==> src/rtl/store_buffer.sv <==
// Store buffer: a DEPTH-entry circular FIFO of pending stores draining to a shared memory port.
// Define STORE_FORWARD_EN for store-to-load forwarding; otherwise loads stall behind buffered stores.

module store_buffer_entry (
  input  logic        i_vld,
  input  logic [11:0] i_idx,
  input  logic [11:0] i_ld_idx,
  output logic        o_match
);
  assign o_match = i_vld && (i_idx == i_ld_idx);
endmodule

module store_buffer #(
  parameter int DEPTH = 4  // 2, 4 or 8
) (
  input  logic        clock,
  input  logic        reset,
  input  logic        st_valid,
  input  logic [23:0] st_addr,
  input  logic [23:0] st_data,
  output logic        st_ready,
  input  logic        ld_valid,
  input  logic [23:0] ld_addr,
  output logic        ld_hit,
  output logic [23:0] ld_data,
  output logic        ld_conflict,
  output logic        memWrite,
  output logic        memRead,
  output logic [23:0] address,
  output logic [23:0] write_data,
  output logic        empty,
  output logic [3:0]  count
);
  localparam int              AW      = $clog2(DEPTH);
  localparam logic [3:0]      DEPTH_C = 4'(DEPTH);
  localparam logic [AW-1:0]   PTR_ONE = 1;

  typedef struct packed {
    logic [23:0] addr;
    logic [23:0] data;
  } sb_entry_t;

  sb_entry_t [DEPTH-1:0] r_ent;
  logic [AW-1:0]         r_head;
  logic [AW-1:0]         r_tail;
  logic [3:0]            r_count;

  logic w_push;
  logic w_pop;
  logic w_ld;
  logic w_ld_port;
  logic w_conflict;

  // Loads are masked during reset so every load-side output reads zero.
  assign w_ld     = ld_valid && !reset;
  assign st_ready = (r_count < DEPTH_C);
  assign empty    = (r_count == 4'd0);
  assign count    = r_count;
  assign w_push   = st_valid && st_ready;
  assign w_pop    = memWrite;

`ifdef STORE_FORWARD_EN
  logic [DEPTH-1:0] r_vld;
  logic [DEPTH-1:0] w_match;
  logic [AW-1:0]    w_idx;
  logic             w_hit;
  logic [23:0]      w_fwd;

  assign w_conflict = 1'b0;
  assign w_ld_port  = w_ld;

  for (genvar g = 0; g < DEPTH; g++) begin : g_ent
    store_buffer_entry u_ent (
      .i_vld    (r_vld[g]),
      .i_idx    (r_ent[g].addr[11:0]),
      .i_ld_idx (ld_addr[11:0]),
      .o_match  (w_match[g])
    );
  end

  // Walk oldest to youngest from head; the last match seen is the youngest.
  always_comb begin
    w_hit = 1'b0;
    w_fwd = '0;
    w_idx = '0;
    for (int k = 0; k < DEPTH; k++) begin
      w_idx = r_head + AW'(k);
      if (w_match[w_idx]) begin
        w_hit = 1'b1;
        w_fwd = r_ent[w_idx].data;
      end
    end
  end

  assign ld_hit      = w_ld && w_hit;
  assign ld_data     = ld_hit ? w_fwd : 24'd0;
  assign ld_conflict = 1'b0;

  always_ff @(posedge clock or posedge reset) begin
    if (reset) begin
      r_vld <= '0;
    end else begin
      if (w_pop)  r_vld[r_head] <= 1'b0;
      if (w_push) r_vld[r_tail] <= 1'b1;
    end
  end
`else
  // Without forwarding the load yields the port until the buffer is empty.
  assign w_conflict  = w_ld && (r_count != 4'd0);
  assign w_ld_port   = w_ld && !w_conflict;
  assign ld_hit      = 1'b0;
  assign ld_data     = 24'd0;
  assign ld_conflict = w_conflict;
`endif

  always_comb begin
    memRead    = 1'b0;
    memWrite   = 1'b0;
    address    = 24'd0;
    write_data = 24'd0;
    if (w_ld_port) begin
      memRead = 1'b1;
      address = ld_addr;
    end else if (r_count != 4'd0) begin
      memWrite   = 1'b1;
      address    = r_ent[r_head].addr;
      write_data = r_ent[r_head].data;
    end
  end

  always_ff @(posedge clock or posedge reset) begin
    if (reset) begin
      r_ent   <= '0;
      r_head  <= '0;
      r_tail  <= '0;
      r_count <= '0;
    end else begin
      if (w_push) begin
        r_ent[r_tail] <= '{addr: st_addr, data: st_data};
        r_tail        <= r_tail + PTR_ONE;
      end
      if (w_pop) r_head <= r_head + PTR_ONE;
      case ({w_push, w_pop})
        2'b10:   r_count <= r_count + 4'd1;
        2'b01:   r_count <= r_count - 4'd1;
        default: r_count <= r_count;
      endcase
    end
  end
endmodule

==> config.mk <==
export PLATFORM = sky130hd
export DESIGN_NAME = store_buffer
export DESIGN_NICKNAME = d
export VERILOG_FILES = /design/src/rtl/store_buffer.sv
export SDC_FILE = /design/constraint.sdc
export NUM_CORES = 1
export LEC_CHECK = 0
export ABC_AREA = 1
export ABC_CLOCK_PERIOD_IN_PS = 12400
export CORE_AREA = 2 2 156 158
export DETAILED_ROUTE_END_ITERATION = 8
export DIE_AREA = 0 0 158 160
export PLACE_DENSITY = 0.61
export SLEW_MARGIN = 5
export SYNTH_ARGS = -nofsm -noshare
export SYNTH_HDL_FRONTEND = slang
export SYNTH_HIERARCHICAL = 1
export SYNTH_SLANG_ARGS = --single-unit
==> constraint.sdc <==
create_clock -name clock -period 12.4 [get_ports clock]
set_clock_uncertainty 0.15 [all_clocks]
set_input_delay 1.24 -clock clock [delete_from_list [all_inputs] [get_ports clock]]
set_output_delay 1.24 -clock clock [all_outputs]
set_load 0.05 [all_outputs]
==> results_dict.tcl, run 1 <==
set metrics [dict create \
    syn_to_final_growth_pct 18.3 \
    cp.arrival_ns 3.64 \
    wl_um 23100 \
    cts_root_buffer "clkbuf_16" \
    yosysTopAreaCell "dfrtp_1" \
    whs_ns 0.335 \
    fin_crit_ns 5.03 \
    netlist_top_cells_area "dfrtp_1, nand2_1, o21ai_1, o21ai_0, nand3_1" \
    cp_max_fo 74 \
    row_count 57 \
    final_nets 1342 \
    setup_viol 0 \
    seq_area_frac_synth_pct 52.3 \
    cts_tree "yes" \
    antenna_found_initial 0 \
    slew_headroom_pct 26.2 \
    timing.final.crit_share_pct 40.6 \
    fill_cells 2416 \
    crit_path_start "r_head[0]$_DFFE_PP0P_" \
    dr_wl_met2_um 10700 \
    hold_buffers 0 \
    cts_buffers 17 \
    grt_pass1_vias 7458 \
    maxCapViolations 0 \
    tightest_slew_ns 1.11 \
    ys.warnings.count 6 \
    crit_required_ns 11.01 \
    status "finished clean" \
    met1_length_um 11200 \
    whs_path_depth 2 \
    ys_ff_latch 200 \
    netlist_instances 1180 \
    crit_path_end_kind "output pin" \
    switchingPower_mw 1.74 \
    swShare_pct 47.9 \
    fp.dieH_um 160 \
    diodes 0 \
    p_int_mw 1.89 \
    synthDistinctLibCells 23 \
    netlist_area_um2 9570 \
    combPwrFrac_pct 53.9 \
    max_freq_mhz 199 \
    globalplace.congestion 0.721 \
    die_area_um2 25300 \
    ant_nets 0 \
    cts_resized 0 \
    start_util_pct 40.2 \
    p_clk_share_pct 14.7 \
    die-width_um 158 \
    detail_route.wl_per_cell_um 14.5 \
    pwr-share-seq_pct 31.3 \
    core_um2 23800 \
    netlist.area_leader.share_pct 52.3 \
    rsz0062_at_grt "no" \
    routed.top_layer "met4" \
    post-route-drc-count 0 \
    r2r_start "count[1]$_DFFE_PP0P_" \
    design_area_um2 11300 \
    drt-initial-drc-count 590 \
    hpwlAfterDp_um 13000 \
    ios 158 \
    postCtsSetupRepairBufs 0 \
    grt_pass1_wl_um 38500 \
    dr_wl_met3_um 931 \
    hold_violations 0 \
    portBuffers 132 \
    grt-ovfl-total 0 \
    cts_sinks 200 \
    leakage_nw 5.41 \
    avgSynthCellArea_um2 8.11 \
    critPathLaunchType "flop" \
    crit_type "reg -> out" \
    grt_usage_pct 19.2 \
    setup_tns_ns 0 \
    drive_gt1_share_pct 4.09 \
    insertion_delay_ns 0.43 \
    rr_worst_depth 10 \
    dpl-instance-area_um2 10800 \
    grt_max_degree 97 \
    min_from "r_ent[165]$_DFFE_PP0P_" \
    vias_per_cell 4.84 \
    clockBufferDepth 2 \
    hp-class "reg -> reg" \
    num_vias 7731 \
    report.final.slew_viol_count 0 \
    htreeDepth 4 \
    power_density_nw_per_um2 321 \
    ir_worst_vdd_mv 0.163 \
    clkTransAtPathRegs_ns 0.07 \
    drtPass1Iterations 6 \
]
==> state kept, by name, indices dropped and copies added (netlist names) <==
name	count
r_ent	192
count	4
r_tail	2
r_head	2
==> kinds of logic (layout without fill, tap and decap cells) <==
family | count (synthesis) | count (layout) | synth area share (%)
XOR/XNOR | 6 | 6 | 0.549
other | 1 | 25 | 0.0392
flip-flops | 200 | 200 | 52.3
AND/OR/NAND/NOR | 535 | 535 | 22.6
adder cells (fa/ha/maj) | 7 | 7 | 0.915
buffers and inverters | 163 | 231 | 9.63
AO/OA/AOI/OAI | 268 | 268 | 14.0
==> worst max-delay path, stage by stage (launching register included) <==
cell             delay (ns)
dfrtp_4                0.71
inv_2                  0.40
buf_4                  0.72
o21ai_0                0.20
a21oi_1                0.28
clkdlybuf4s50_1        0.86
==> metrics by stage <==
stage	total power, mW	worst slack (ns)	utilization, %	std cells
after global placement	3.10	7.38	45.2	1564
after detailed placement	3.12	7.34	45.2	1564
after CTS	3.67	7.34	47.6	1596
after floorplan	2.56	4.55	-	1204
after global routing	3.91	7.16	47.6	1596
final	3.63	7.37	47.6	1596
==> cell usage after synthesis <==
| cell type | n |
|---|---|
| nand2_1 | 352 |
| dfrtp_1 | 200 |
| o21ai_1 | 160 |
| nor2_1 | 100 |
| o21ai_0 | 83 |
| nand3_1 | 75 |
| inv_1 | 58 |
| buf_2 | 31 |
| buf_4 | 26 |
| a21oi_1 | 25 |
| buf_6 | 22 |
| clkbuf_1 | 17 |
| ha_1 | 7 |
| buf_1 | 6 |
| nand2_4 | 6 |
| xor2_1 | 4 |
| xnor2_1 | 2 |
| clkinv_2 | 1 |
| conb_1 | 1 |
| inv_4 | 1 |
| inv_6 | 1 |
| nand3_2 | 1 |
| nor2_4 | 1 |
==> final cells by class <==
type	count	area (µm²)	area share, %
tap	324	405	3.58
multi-input combinational	841	3740	33.0
inverter	61	245	2.17
sequential	200	5010	44.2
clock buffer	20	447	3.94
timing repair buffer	138	1370	12.1
clock inverter	12	118	1.04
==> cell usage in the layout (no fill, tap or decap), types with 6 or more instances in the layout <==
master	synthesis	layout
nor2_1	100	100
o21ai_0	83	83
nand3_1	75	75
a21oi_1	25	25
dfrtp_1	200	198
o21ai_1	160	160
conb_1	1	25
buf_4	26	6
inv_1	58	55
nand2_4	6	6
nand2_1	352	352
clkbuf_16	0	17
clkdlybuf4s50_1	0	132
ha_1	7	7
==> per-layer routing <==
layer / global-route usage [%] / up-vias
met3: 2.99 / 23
met1: 27.4 / 3637
met4: 4.63 / 0
li1: - / 3918
met5: 0 / -
met2: 30.7 / 153
==> power by group through the flow <==
stage / clock network, mW / registers (mW) / logic [mW]
2_1_floorplan: 0 / 1.11 / 1.45
3_3_place_gp: 0 / 1.14 / 1.96
3_5_place_dp: 0 / 1.14 / 1.98
4_1_cts: 0.548 / 1.13 / 1.98
5_1_grt: 0.577 / 1.18 / 2.15
6_report: 0.535 / 1.14 / 1.96
==> worst paths after layout <==
kind	end	slack, ns
setup / recovery	write_data[0]	7.37
hold reg to reg	r_ent[165]$_DFFE_PP0P_	0.33
setup reg to reg	count[2]$_DFFE_PP0P_	10.07
max in group asynchronous	r_head[0]$_DFFE_PP0P_	8.91
hold / removal	r_ent[165]$_DFFE_PP0P_	0.33
min in group asynchronous	r_ent[157]$_DFFE_PP0P_	1.09
Power figures use the tool's default switching activity.
==> run 2, diff against run 1 <==
ABC_CLOCK_PERIOD_IN_PS = 4700   (was 12400)
clock period = 4.7 ns   (was 12.4 ns; I/O delays follow)
==> run 2 against run 1 <==
Sequential power increased to 2.6 times the previous value. Sequential cell count unchanged. Final cell count about the same. Via count about the same. Routed wire length decreased by 0.81%. Combinational power increased to 2.7 times the previous value. Critical path depth increased by 3. Die area unchanged. First-iteration DRC count increased by 2.5%. Setup slack got worse by 6.5 ns. Utilization increased by 0.45 points. Clock power increased to 2.7 times the previous value. Largest cell class unchanged.
==> results_dict.tcl, run 2 (synthesis gave the netlist of run 1 again) <==
set metrics [dict create \
    status "finished clean" \
    die_area_um2 25300 \
    final_nets 1343 \
    mostFrequentLayoutCells "nand2_1, dfrtp_1, o21ai_1" \
    fp.dieH_um 160 \
    cp_max_fo 29 \
    hold_buffers 0 \
    crit_required_ns 4.08 \
    wl_um 22900 \
    whs_ns 0.335 \
    ir_worst_vdd_mv 0.390 \
    core_um2 23800 \
    insertion_delay_ns 0.44 \
    final_cells 1597 \
    portBuffers 132 \
    grt_pass1_vias 7408 \
    cts_sinks 200 \
    setup_viol 0 \
    ios 158 \
    vias_per_cell 4.84 \
    place_inst 1565 \
    drt-initial-drc-count 605 \
    hp-class "reg -> reg" \
    max_freq_mhz 259 \
    hpwlAfterDp_um 13400 \
    timing.final.crit_share_pct 82.3 \
    row_count 57 \
    cts_resized 0 \
    multi_input_area_um2 3800 \
    htreeDepth 4 \
    grt_max_degree 201 \
    seq_area_um2 5010 \
    grtUsageMet1_pct 27.1 \
    fin_crit_ns 3.87 \
    slew_headroom_pct 28.2 \
    slowest_stage "clkdlybuf4s50_1" \
    met2_usage_pct 29.8 \
    grt_pass1_wl_um 38400 \
    grt-ovfl-total 0 \
    leakage_nw 5.41 \
    detail_route.wl_per_cell_um 14.4 \
    crit_path_start "count[1]$_DFFE_PP0P_" \
    num_vias 7733 \
    globalplace.congestion 0.762 \
    cts_tree "yes" \
    hold_violations 0 \
    crit_chain "nor2_1 > nand2_4 > inv_4 > nand3_2 > clkinv_2 > nand2_1 > nand2_2 > clkdlybuf4s50_1" \
    final_core_util_pct 48.0 \
    clockBufferDepth 2 \
    r2r_start "count[1]$_DFFE_PP0P_" \
    die-width_um 158 \
    drive_gt1_share_pct 6.13 \
    ant_nets 0 \
    cts_root_buffer "clkbuf_16" \
    rsz0062_at_grt "no" \
    gr-usage-met3_pct 2.80 \
    clkTransAtPathRegs_ns 0.08 \
    post-route-drc-count 0 \
    start_util_pct 40.2 \
    diodes 0 \
    cp.arrival_ns 3.25 \
    min_from "r_ent[65]$_DFFE_PP0P_" \
    critPathLaunchType "flop" \
    final_common_cell "nand2_1" \
    postCtsSetupRepairBufs 0 \
    cts_buffers 17 \
    fill_cells 2405 \
    crit_type "reg -> out" \
    drtPass1Iterations 5 \
    antenna_found_initial 1 \
    regMostFlops "r_ent" \
    largest_register_ffs 192 \
    fin_total_pwr_mw 9.71 \
    cpPeakStageDelay_ns 0.79 \
    tightest_slew_ns 1.08 \
    power_density_nw_per_um2 849 \
    crit_path_end_kind "output pin" \
    report.final.slew_viol_count 0 \
    maxCapViolations 0 \
    syn_to_final_growth_pct 19.4 \
    grt_usage_pct 18.9 \
    grt.busiest_layer "met2" \
]
==> run 2: cell count changes in the layout (fill, tap and decap cells not counted), sizes merged <==
cell	previous run	this run
clkbuf	20	18
clkinv	5	3
inv	63	64
clkinvlp	4	7
buf	6	7
==> run 2: layer usage <==
metal / up-vias / share of wire (%)
met4: 0 / 1.7
met1: 3622 / 48
met3: 27 / 3.8
li1: 3918 / -
met5: - / 0
met2: 166 / 46
==> run 2: cell type report <==
type                            count  area share (%)
Inverter                           61            2.11
Timing Repair Buffer              139            12.3
Multi-Input combinational cell    841            33.2
Tap cell                          324            3.55
Clock inverter                     14            1.23
Sequential cell                   200            43.8
Clock buffer                       18            3.75
==> run 2: worst max-delay path, delay by kind of cell, from the launching register on <==
kind,cells,cell delay (ns)
flops,1,0.44
buf+inv,3,1.50
simple gates,5,0.83
==> run 2: power breakdown <==
part	total [mW]	internal [mW]	switching, mW	leakage (nW)
logic	5.26	1.79	3.47	2.64
clock network	1.43	0.745	0.687	0.261
registers	3.01	2.52	0.494	2.51
==> run 2: final timing paths <==
check / to / cells past startpoint / slack [ns]
max in group asynchronous: r_head[0]$_DFFE_PP0P_ / 3 / 2.86
max reg2reg: count[2]$_DFFE_PP0P_ / 10 / 2.35
min: r_ent[65]$_DFFE_PP0P_ / 2 / 0.33
min reg2reg: r_ent[65]$_DFFE_PP0P_ / 2 / 0.33
min in group asynchronous: r_ent[107]$_DFFE_PP0P_ / 3 / 0.72
max: address[18] / 8 / 0.83
==> run 2: per-stage QoR <==
stage,TNS (ns),cell area (µm²),setup slack [ns]
finish,0,11400,0.833
global route,0,11400,0.603
CTS,0,11400,0.794
detailed placement,0,10900,1.27
global placement,0,10900,1.30
floorplan,-3.82,9730,-0.217
